===== src/rtl/fib_index_finder.sv =====
// Fibonacci index finder: classifies a 32-bit unsigned value against the
// Fibonacci series F(0)=0, F(1)=1, ... and reports its index.
//
// The series is walked one term per cycle from F(0), so the search stops at
// the first term that is equal to or greater than the target. A value that
// appears twice in the series (1 = F(1) = F(2)) therefore reports the
// smaller index.
//
// Ports:
//   clk        clock, rising edge
//   rst        synchronous active-high reset
//   in_valid   request valid
//   in_value   value to classify (unsigned)
//   in_ready   block can accept a request (IDLE)
//   out_valid  result valid (DONE)
//   out_ready  consumer accepts the result
//   out_is_fib 1 if in_value equals some F(k)
//   out_index  matching index, else first index with F(k) > value (48 past F(47))
//   busy       high while searching
module fib_index_finder #(
  parameter int unsigned MAX_IDX = 47
) (
  input  logic        clk,
  input  logic        rst,
  input  logic        in_valid,
  input  logic [31:0] in_value,
  output logic        in_ready,
  output logic        out_valid,
  input  logic        out_ready,
  output logic        out_is_fib,
  output logic [5:0]  out_index,
  output logic        busy
);

  typedef enum logic [1:0] {
    StIdle,
    StSearch,
    StDone
  } state_e;

  state_e      state_q, state_d;
  logic [31:0] a_q, a_d;          // F(k)
  logic [31:0] b_q, b_d;          // F(k+1)
  logic [5:0]  k_q, k_d;
  logic [31:0] target_q, target_d;
  logic        is_fib_q, is_fib_d;
  logic [5:0]  index_q, index_d;

  always_ff @(posedge clk) begin
    if (rst) begin
      state_q  <= StIdle;
      a_q      <= 32'd0;
      b_q      <= 32'd1;
      k_q      <= 6'd0;
      target_q <= 32'd0;
      is_fib_q <= 1'b0;
      index_q  <= 6'd0;
    end else begin
      state_q  <= state_d;
      a_q      <= a_d;
      b_q      <= b_d;
      k_q      <= k_d;
      target_q <= target_d;
      is_fib_q <= is_fib_d;
      index_q  <= index_d;
    end
  end

  always_comb begin
    state_d  = state_q;
    a_d      = a_q;
    b_d      = b_q;
    k_d      = k_q;
    target_d = target_q;
    is_fib_d = is_fib_q;
    index_d  = index_q;

    unique case (state_q)
      StIdle: begin
        if (in_valid) begin
          target_d = in_value;
          a_d      = 32'd0;
          b_d      = 32'd1;
          k_d      = 6'd0;
          state_d  = StSearch;
        end
      end
      StSearch: begin
        if (a_q == target_q) begin
          is_fib_d = 1'b1;
          index_d  = k_q;
          state_d  = StDone;
        end else if (a_q > target_q) begin
          is_fib_d = 1'b0;
          index_d  = k_q;
          state_d  = StDone;
        end else if (k_q == 6'(MAX_IDX)) begin
          is_fib_d = 1'b0;
          index_d  = 6'(MAX_IDX + 1);
          state_d  = StDone;
        end else begin
          // b wraps only on the step into MAX_IDX; that value is never compared.
          a_d = b_q;
          b_d = a_q + b_q;
          k_d = k_q + 6'd1;
        end
      end
      StDone: begin
        if (out_ready) begin
          state_d = StIdle;
        end
      end
      default: state_d = StIdle;
    endcase
  end

  assign in_ready   = (state_q == StIdle);
  assign busy       = (state_q == StSearch);
  assign out_valid  = (state_q == StDone);
  assign out_is_fib = is_fib_q;
  assign out_index  = index_q;

endmodule

===== config.mk =====
export PLATFORM = sky130hd
export DESIGN_NAME = fib_index_finder
export DESIGN_NICKNAME = d
export VERILOG_FILES = /design/src/rtl/fib_index_finder.sv
export SDC_FILE = /design/constraint.sdc
export NUM_CORES = 1
export LEC_CHECK = 0
export ABC_AREA = 0
export CORE_MARGIN = 2
export CORE_UTILIZATION = 40
export CTS_CLUSTER_DIAMETER = 30
export DETAILED_ROUTE_END_ITERATION = 6
export GPL_TIMING_DRIVEN = 0
export PLACE_DENSITY = 0.66
export SYNTH_ARGS = -nofsm -noshare
export SYNTH_HDL_FRONTEND = slang
export SYNTH_SLANG_ARGS = --single-unit

===== constraint.sdc =====
create_clock -name clk -period 3 [get_ports clk]
set_clock_uncertainty 0.05 [all_clocks]
set_input_delay 0.9 -clock clk [delete_from_list [all_inputs] [get_ports clk]]
set_output_delay 0.9 -clock clk [all_outputs]
set_load 0.02 [all_outputs]

### Word level (Yosys, flattened, before mapping)

Index checks and enable logic that the tools add are counted.

| word-level totals | value |
|---|---|
| memories kept | 0 |
| output and inout bits | 10 |
| latch bits | 0 |
| memory bits (read-only) | 0 |
| logic and storage cells | 54 |
| register bits | 111 |
| bits of input ports | 36 |
| memory bits (writable) | 0 |

| cells by class | value |
|---|---|
| bitwise logic cells | 0 |
| magnitude comparators | 1 |
| mux-type cells | 27 |
| eq/ne operators | 10 |
| reduce and logical (&&, ||, !) cells | 7 |
| multiply operators | 0 |
| divide/modulo/power cells | 0 |
| shifts and indexed selects | 0 |
| add/sub/neg operators | 2 |

Operator list:

| kind | number |
|---|---|
| two-way mux 32 bit | 8 |
| case mux 32 bit (2 select lines) | 2 |
| two-way mux 6 bit | 7 |
| adder 32 bit | 1 |
| equality test 32 bit | 1 |
| greater-than comparator 32 bit | 1 |
| case mux 6 bit (2 select lines) | 1 |
| two-way mux 2 bit | 5 |
| inequality test 2 bit, second input constant | 4 |
| adder 6 x 1 -> 6 bit, second input constant | 1 |
| equality test 6 bit, second input constant | 1 |
| case mux 2 bit (3 select lines) | 1 |
| AND reduction 5 bit | 1 |
| inequality test 4 x 1 -> 1 bit, second input constant | 1 |
| AND reduction 2 bit | 2 |
| two-way mux 1 bit | 3 |
| AND reduction 3 bit | 1 |
| nonzero test 3 bit | 1 |
| equality test 2 x 1 -> 1 bit, second input constant | 1 |
| equality test 2 bit, second input constant | 1 |
| zero test 2 bit | 1 |
| inequality test 2 x 1 -> 1 bit, second input constant | 1 |
| nonzero test 2 bit | 1 |

### Longest topological paths before layout

Gate-level depths: netlist of the first run.

| logic depth | value |
|---|---|
| depth after elaboration | 5 |
| gate-level depth with buffers | 13 |

### Worst setup path before layout of the first run

OpenSTA, ideal clock, no wires.

| path | value |
|---|---|
| path kind | register to register |
| from | reg a_q[0] |
| to | reg b_q[28] |
| required time | 2.833 ns |
| period minus slack after synthesis | 2.592 ns |
| path slack | 0.408 ns |
| arrival | 2.425 ns |
| stages on the path, launching flop included | 12 |
| library setup time | 0.117 ns |
| cells stage by stage | dfxtp_1 -> ha_1 -> fa_1 -> a21o_1 -> a221oi_2 -> o21ai_2 -> nand4_1 -> nand2_1 -> a311o_1 -> a21oi_1 -> xnor2_1 -> a22o_1 |

| between the ends | value |
|---|---|
| longest elaborated chain between the ends | 5 |

RTL lines:

| element | line | source |
|---|---|---|
| start: declaration | 42 | `logic [31:0] a_q, a_d;` |
| start signal: assignment | 52 | `a_q <= 32'd0;` |
| start signal: assignment | 60 | `a_q <= a_d;` |
| adder 32 bit | 104 | `b_d = a_q + b_q;` |
| two-way mux 32 bit | 97 | `end else if (k_q == 6'(MAX_IDX)) begin` |
| two-way mux 32 bit | 93 | `end else if (a_q > target_q) begin` |
| two-way mux 32 bit | 89 | `if (a_q == target_q) begin` |
| case mux 32 bit (2 select lines) | 78 | `unique case (state_q)` |
| end signal: assignment | 53 | `b_q <= 32'd1;` |
| end signal: assignment | 61 | `b_q <= b_d;` |
| end: declaration | 43 | `logic [31:0] b_q, b_d;` |

Several ways; a longest one is shown, not always the timed one. The select of a mux whose other input is x is not followed.
A chain may end at the register's enable or synchronous reset.

### Final worst setup path of the first run

| path | value |
|---|---|
| from | reg b_q[4] |
| to | reg b_q[31] |

| between the ends | value |
|---|---|
| longest elaborated chain between the ends | 5 |

RTL lines:

| element | line |
|---|---|
| adder 32 bit | 104 |
| two-way mux 32 bit | 97 |
| two-way mux 32 bit | 93 |
| two-way mux 32 bit | 89 |
| case mux 32 bit (2 select lines) | 78 |

No other way between the ends. The select of a mux whose other input is x is not followed.

==> out/metrics.sh, run 1 <==
FINAL_NETS=967
FILLER_CELL_COUNT=1663
CP.ARRIVAL_PS=3080
YOSYS.AREA.TOP_TYPE_SHARE_PCT=34.2
CLOCK_TREE_FROM_TRITONCTS='yes'
AVGROUTEDWIREPERCELL_UM=15.5
FIRST_GLOBAL_VIAS=5448
WIRELENGTH_MM=16.8
CP-STARTPOINT='b_q[4]$_SDFFE_PP0P_'
DIE_AR_MM2=0.0173
REPORT.POWER.TOTAL_mW=3.13
CTS_HOLD_REPAIR.BUFFERS=0
WORST_R2R_STARTPOINT='b_q[4]$_SDFFE_PP0P_'
TRITONCTS.NUM_BUFFERS=9
SYNTH_CELL_TYPE_COUNT=74
POST-ROUTE-MIN-PERIOD_PS=2850
POSTSYNTHAREAPERCELL_UM2=8.05
DP_WORST_SETUP_SLACK_PS=-443
INITIALDRTVIOLATIONCOUNT=287
MAX_CLOCK_FREQ_GHz=0.351
FIN_CRIT_SH_PCT=94.9
SYNTH_EDF_COUNT=0
SETUP_VIOL_COUNT_FINAL=0
DRIVE_ABOVE_1_SHARE_PCT=8.84
DIE_H_UM=131
PORT_BUFFERS=44
MAX_CAP_VIOLATIONS=0
WORST_SLEW_PIN_SLEW_PS=717
FINAL_CRITICAL_PATH_SETUP_SLACK_PS=154
YOSYSWARNINGCOUNT=0
DRT_DRC_VIOLATIONS_LEFT=0
POST_DP_CELL_AREA_MM2=0.00721
CTS_BUFFER_DEPTH=2
GRT_UTIL_ALL_LAYERS_PCT=19.6
YOSYS_MOST_USED_DFF='sky130_fd_sc_hd__dfxtp_1'
VIAS=5776
REGISTER_BIT_TOTAL_FROM_SYNTHESIS=111
ASYNC_FLOP_SHARE_PCT=0
ANTENNA_FOUND_INITIAL=0
VDD.IR_DROP.WORST_mV=0.324
POST-PLACE-CELLS=1067
CTS_ROOT_BUF='sky130_fd_sc_hd__clkbuf_16'
POWER.DENSITY_CELL_AREA_mW_PER_MM2=413
ANT_NETS=0
POST_SYNTH_MAIN_AREA_CONTRIBUTORS='sky130_fd_sc_hd__dfxtp_1 34%, sky130_fd_sc_hd__ha_1 12%, sky130_fd_sc_hd__a21oi_1 9.9%'
BOUNDARYPINS=46
SLEW_VIOLATIONS=0
REPORT.FINAL.HOLD_VIOL_COUNT=0
DRT-VIAS-PER-INSTANCE=5.31
FINAL_CELL_AREA_MM2=0.00758
LAYOUT_STAGE_AREA_GROWTH_OVER_THE_SYNTHESIS_RESULT_PCT=16.7
WORSTSKEWPAIRLATENCY_PS=360
CTS_MAX_LEVEL=3
WORSTSETUPENDPOINTTYPE='flop'
MAXIMUM_NUMBER_OF_PINS_ON_ONE_NET_BEFORE_GLOBAL_ROUTE_REPAIR=19
LAYOUT.CELLS.NON_FILLER=1087
FP.DIEW_UM=131
INITIAL_UTILIZATION_PCT=40.9
MAPPEDNETLISTAREA_MM2=0.00649
MAPPEDNETLISTNETS=908
SYNTH.YOSYS.SEQ_AREA_SHARE_PCT=34.2
FIRSTDRTPASSITERS=5
CRITICAL_PATH_REQUIRED_PS=3240
FIN_SETUP_TNS_PS=0
CP_MAX_FO=5
NUM_ROWS=46
GRT_FIRST_PASS_WIRELENGTH_MM=27.6
LEAKAGE_nW=3.15
SYNTH_TOP_CELL_BY_AREA='sky130_fd_sc_hd__dfxtp_1'
SLEW-LIMIT-HEADROOM_PCT=52.2
GRT_SETUP_UNREPAIRED='false'
SYN-INSTANCE-COUNT=807
WHS_PS=403
CORE-AREA_MM2=0.0159
CRITICALPATHCATEGORY='reg -> reg'
DIODES=0
PLACE.DETAILED.HPWL_MM=12.5
CLOCK_SINKS=111
STATUS='completed'
FINAL_CORE_UTIL_PCT=47.7
HOLD_PATH_CLASS='reg -> reg'
HOLD_START='target_q[11]$_SDFFE_PP0P_'
FINAL_ESTIMATED_ROUTING_CONGESTION_IN_GLOBAL_PLACEMENT=0.873
OVERFLOW=0
WORST_SETUP_HOLD_PATH_CLK_SLEW_PS=80
WORSTSETUPSTARTPOINTTYPE='flop'
-- worst max-delay path: stages, from the launching register on --
cell                       delay (ps)
sky130_fd_sc_hd__dfxtp_1          340
sky130_fd_sc_hd__ha_1             380
sky130_fd_sc_hd__a21o_1           220
sky130_fd_sc_hd__a31o_2           160
sky130_fd_sc_hd__o211ai_2         160
sky130_fd_sc_hd__a211oi_2         350
sky130_fd_sc_hd__nor3_1            90
sky130_fd_sc_hd__a221o_1          340
sky130_fd_sc_hd__o311a_4          350
sky130_fd_sc_hd__mux2i_1          120
sky130_fd_sc_hd__a32oi_1          200
-- final timing paths --
path | endpoint | cells after the start | slack [ps]
min reg2reg | target_q[11]$_SDFFE_PP0P_ | 2 | 400
max reg2reg | b_q[31]$_SDFFE_PP0P_ | 10 | 150
max | b_q[31]$_SDFFE_PP0P_ | 10 | 150
min | target_q[11]$_SDFFE_PP0P_ | 2 | 400
-- per-layer routing --
metal  part of all wire (%)  track usage, %  wire, µm
met3                    4.1            3.74       690
met4                    1.6            5.74       261
met1                     48            25.8      8070
met5                      0               0         0
met2                     46            32.8      7810
-- state kept, by name, indices dropped and copies added (netlist names) --
register	flops
b_q	32
state_q	2
k_q	6
out_is_fib	1
a_q	32
target_q	32
out_index	6
-- where the power goes --
group          internal [mW]  switching (mW)
clock network          0.566           0.593
registers               1.51          0.0192
logic                  0.152           0.293
-- final cells by class --
type | count | area, µm² | share of cell area, %
plain buffers | 40 | 208 | 2.74
clock buffers | 9 | 225 | 2.97
clock inverters | 7 | 47.5 | 0.627
inverters | 45 | 173 | 2.28
multi-input cells | 610 | 3950 | 52.2
flip-flops and latches | 111 | 2220 | 29.3
well taps | 216 | 270 | 3.57
repair buffers | 49 | 480 | 6.34
-- layout by cell type (no fill, tap or decap), drive strengths merged, types with 15 or more instances in the layout --
| cell | n |
|---|---|
| clkbuf | 35 |
| buf | 19 |
| nand3 | 51 |
| dfxtp | 111 |
| ha | 64 |
| a21o | 33 |
| inv | 46 |
| clkdlybuf4s50 | 43 |
| a21oi | 130 |
| xnor2 | 15 |
| nor2 | 38 |
| nand2 | 132 |
| o21ai | 21 |
-- cells by family after synthesis --
kind of cell / count (synthesis) / share of synthesized area [%]
and+or+nand+nor: 286 / 20.8
AOI/OAI and AO/OA: 232 / 22.9
DFF: 111 / 34.2
buffers and inverters: 86 / 5.68
adders and majority gates: 65 / 12.6
xor gates and xnor gates: 24 / 3.24
muxes: 3 / 0.462
-- Yosys cell counts, types with 3 or more instances --
cell                       count
sky130_fd_sc_hd__nand2_1     130
sky130_fd_sc_hd__a21oi_1     128
sky130_fd_sc_hd__dfxtp_1     111
sky130_fd_sc_hd__ha_1         64
sky130_fd_sc_hd__nand3_1      51
sky130_fd_sc_hd__inv_1        44
sky130_fd_sc_hd__nor2_1       35
sky130_fd_sc_hd__a21o_1       31
sky130_fd_sc_hd__clkbuf_1     21
sky130_fd_sc_hd__xnor2_1      15
sky130_fd_sc_hd__nor3_1       14
sky130_fd_sc_hd__o21ai_0      13
sky130_fd_sc_hd__nand4_1      12
sky130_fd_sc_hd__xor2_1        9
sky130_fd_sc_hd__buf_2         8
sky130_fd_sc_hd__a22o_1        6
sky130_fd_sc_hd__a22oi_1       6
sky130_fd_sc_hd__and3_1        6
sky130_fd_sc_hd__o21ai_1       6
sky130_fd_sc_hd__buf_1         5
sky130_fd_sc_hd__nand2b_1      5
sky130_fd_sc_hd__buf_4         4
sky130_fd_sc_hd__and2_1        3
sky130_fd_sc_hd__and3_2        3
sky130_fd_sc_hd__mux2i_1       3
sky130_fd_sc_hd__nor2_2        3
sky130_fd_sc_hd__nor4b_1       3
sky130_fd_sc_hd__o21bai_1      3
sky130_fd_sc_hd__or2_2         3
-- repair_timing --
item	in CTS	in global routing
buffers inserted	1	4
gates resized for setup	4	12
endpoints found under the setup margin	12	37
pin swaps	0	9
Note: power is estimated with default switching activity, not from simulation.
==> run 2: changes to the inputs <==
SKIP_LAST_GASP = 1   (was unset)
==> results of run 2 <==
No change in the layout: final DEF, timing and power equal those of run 1.
==> run 3: changes to the inputs <==
CTS_CLUSTER_SIZE = 25   (was unset)
HOLD_SLACK_MARGIN = 0.02   (was unset)
PLACE_DENSITY = unset   (was 0.66)
==> run 3 against run 2 <==
- final cell count is the same
- largest power group unchanged
- routed wire length increased by 2.1%
- critical path type unchanged
- largest cell class unchanged
- setup slack worse by 23 ps
- critical path depth is 1 higher
- via count is 0.42% lower
- register-to-register slack worse by 20 ps
- global-route usage increased by 0.77 points
- clock power increased by 9%
- count of clock-buffer cells in the layout increased by 2
- sequential power about the same
==> out/metrics.sh, run 3 (synthesis results as in run 1) <==
WORSTSKEWPAIRLATENCY_PS=360
CRITICAL_PATH.SLOWEST_CELL='sky130_fd_sc_hd__fa_2'
ANTENNA_FOUND_INITIAL=0
GRT_FIRST_PASS_WIRELENGTH_MM=28.3
BOUNDARYPINS=46
AVGROUTEDWIREPERCELL_UM=15.8
CPLARGESTDELAYFAMILY='compound AO/OA/AOI/OAI gates'
ANT_NETS=0
WIRELENGTH_MM=17.2
FINAL_NETS=967
COMMONEST_NON_FILL_NON_TAP_CELLS_IN_THE_LAYOUT='130 x sky130_fd_sc_hd__nand2_1, 127 x sky130_fd_sc_hd__a21oi_1, 111 x sky130_fd_sc_hd__dfxtp_1, 64 x sky130_fd_sc_hd__ha_1, 51 x sky130_fd_sc_hd__nand3_1'
FINAL_CRITICAL_PATH_SETUP_SLACK_PS=131
POWER.DENSITY_CELL_AREA_mW_PER_MM2=426
WORSTSETUPENDPOINTTYPE='flop'
CTS_BUFFER_DEPTH=2
FIN_CRIT_SH_PCT=95.6
INITIAL_UTILIZATION_PCT=40.9
DRT_DRC_VIOLATIONS_LEFT=0
MAX_CAP_VIOLATIONS=0
SLEW_VIOLATIONS=0
CTS_HOLD_REPAIR.BUFFERS=0
OVERFLOW=0
MAXIMUM_NUMBER_OF_PINS_ON_ONE_NET_BEFORE_GLOBAL_ROUTE_REPAIR=18
CLOCK_TREE_FROM_TRITONCTS='yes'
CP_MAX_FO=5
STATUS='completed'
VDD.IR_DROP.WORST_mV=0.314
MAX_CLOCK_FREQ_GHz=0.348
SETUP_VIOL_COUNT_FINAL=0
SLEW-LIMIT-HEADROOM_PCT=52.1
WORST_SLEW_PIN_SLEW_PS=718
DIE_H_UM=131
WORSTSETUPSTARTPOINTTYPE='flop'
WORST-PATH-BUF-INV=0
LARGEST_REGISTERS_RANKED_BY_FLIP_FLOP_COUNT='a_q x32, b_q x32, target_q x32'
DIODES=0
TRITONCTS.NUM_BUFFERS=9
CRITICALPATHCATEGORY='reg -> reg'
CTS_MAX_LEVEL=3
CRITICAL_PATH_REQUIRED_PS=3200
DRT-VIAS-PER-INSTANCE=5.29
DRIVE_ABOVE_1_SHARE_PCT=8.73
POST-ROUTE-MIN-PERIOD_PS=2870
WORST_SETUP_HOLD_PATH_CLK_SLEW_PS=70
LAYOUT.CELLS.NON_FILLER=1087
FP.DIEW_UM=131
CTS_ROOT_BUF='sky130_fd_sc_hd__clkbuf_16'
DP_WORST_SETUP_SLACK_PS=-333
INITIALDRTVIOLATIONCOUNT=331
COMMONEST_NON_FILL_NON_TAP_CELL_IN_THE_LAYOUT='sky130_fd_sc_hd__nand2_1'
FINAL_ESTIMATED_ROUTING_CONGESTION_IN_GLOBAL_PLACEMENT=0.843
LEAKAGE_nW=3.17
PLACE.DETAILED.HPWL_MM=12.9
FIRST_GLOBAL_VIAS=5432
VIAS=5752
REPORT.FINAL.HOLD_VIOL_COUNT=0
PORT_BUFFERS=44
CORE-AREA_MM2=0.0159
HOLD_PATH_CLASS='reg -> reg'
CRITICAL-PATH-MAX-STAGE-DELAY_PS=360
FIRSTDRTPASSITERS=5
CRITICAL_PATH.CELL_CHAIN='ha_1 -> fa_2 -> a21o_1 -> a221oi_4 -> o21ai_2 -> nand4_1 -> a311oi_4 -> a221oi_2 -> o21ba_1 -> xnor2_1 -> a22o_1'
POST-PLACE-CELLS=1067
CLOCK_SINKS=111
LAYOUT_STAGE_AREA_GROWTH_OVER_THE_SYNTHESIS_RESULT_PCT=17.2
GRT_UTIL_ALL_LAYERS_PCT=20.4
FILLER_CELL_COUNT=1636
CP.ARRIVAL_PS=3070
DIE_AR_MM2=0.0173
GRT_SETUP_UNREPAIRED='false'
NUM_ROWS=46
## run 3: what timing repair did
item	CTS	global route
setup endpoints to repair	29	54
endpoints found under the hold margin	0	0
gates resized for setup	4	11
pin swaps	0	4
setup buffers	1	4
## run 3: cell type report
type                    instances  area (µm²)  area share, %
plain buffers                  40         205           2.70
clock buffers                  11         253           3.32
clock inverters                 5        56.3          0.740
inverters                      45         173           2.27
multi-input cells             610        3950           51.9
flip-flops and latches        111        2220           29.2
well taps                     216         270           3.55
repair buffers                 49         480           6.31
## run 3: routing by layer
metal | GRT usage [%] | vias up | wire length, µm
met5 | 0 | - | 0
met2 | 33.8 | 114 | 7820
met3 | 3.94 | 30 | 762
met1 | 26.6 | 2647 | 8220
met4 | 6.82 | 0 | 377
li1 | - | 2961 | -
## run 3: worst paths after layout
check,from,endpoint,slack [ps],cells after the start
max reg2reg,a_q[0]$_SDFFE_PP0P_,b_q[26]$_SDFFE_PP0P_,130,11
max,a_q[0]$_SDFFE_PP0P_,b_q[26]$_SDFFE_PP0P_,130,11
min,target_q[7]$_SDFFE_PP0P_,target_q[7]$_SDFFE_PP0P_,400,2
min reg2reg,target_q[7]$_SDFFE_PP0P_,target_q[7]$_SDFFE_PP0P_,400,2
## run 3: per-stage QoR
step           area, µm²  utilization, %  setup TNS [ps]  hold slack [ps]  power [mW]
4_1_cts             7540            47.4           -17.2              408        3.26
6_report            7610            47.9               0              403        3.24
2_1_floorplan       6490               -               0              386        1.81
3_5_place_dp        7210            45.4            -435              398        2.00
5_1_grt             7610            47.9               0              427        3.37
3_3_place_gp        7210            45.4            -391              394        1.99
## run 3: worst register-to-register path, cell delays in order (launching register included)
cell and delay [ps]:
sky130_fd_sc_hd__dfxtp_1 350, sky130_fd_sc_hd__ha_1 240, sky130_fd_sc_hd__fa_2 370, sky130_fd_sc_hd__a21o_1 210, sky130_fd_sc_hd__a221oi_4 350, sky130_fd_sc_hd__o21ai_2 150
sky130_fd_sc_hd__nand4_1 160, sky130_fd_sc_hd__a311oi_4 150, sky130_fd_sc_hd__a221oi_2 310, sky130_fd_sc_hd__o21ba_1 170, sky130_fd_sc_hd__xnor2_1 60, sky130_fd_sc_hd__a22o_1 190
## run 3: report_power, final
| part | switching, mW | total (mW) | internal, mW |
|---|---|---|---|
| sequential | 0.0186 | 1.52 | 1.51 |
| clock | 0.575 | 1.27 | 0.692 |
| combinational | 0.296 | 0.448 | 0.152 |
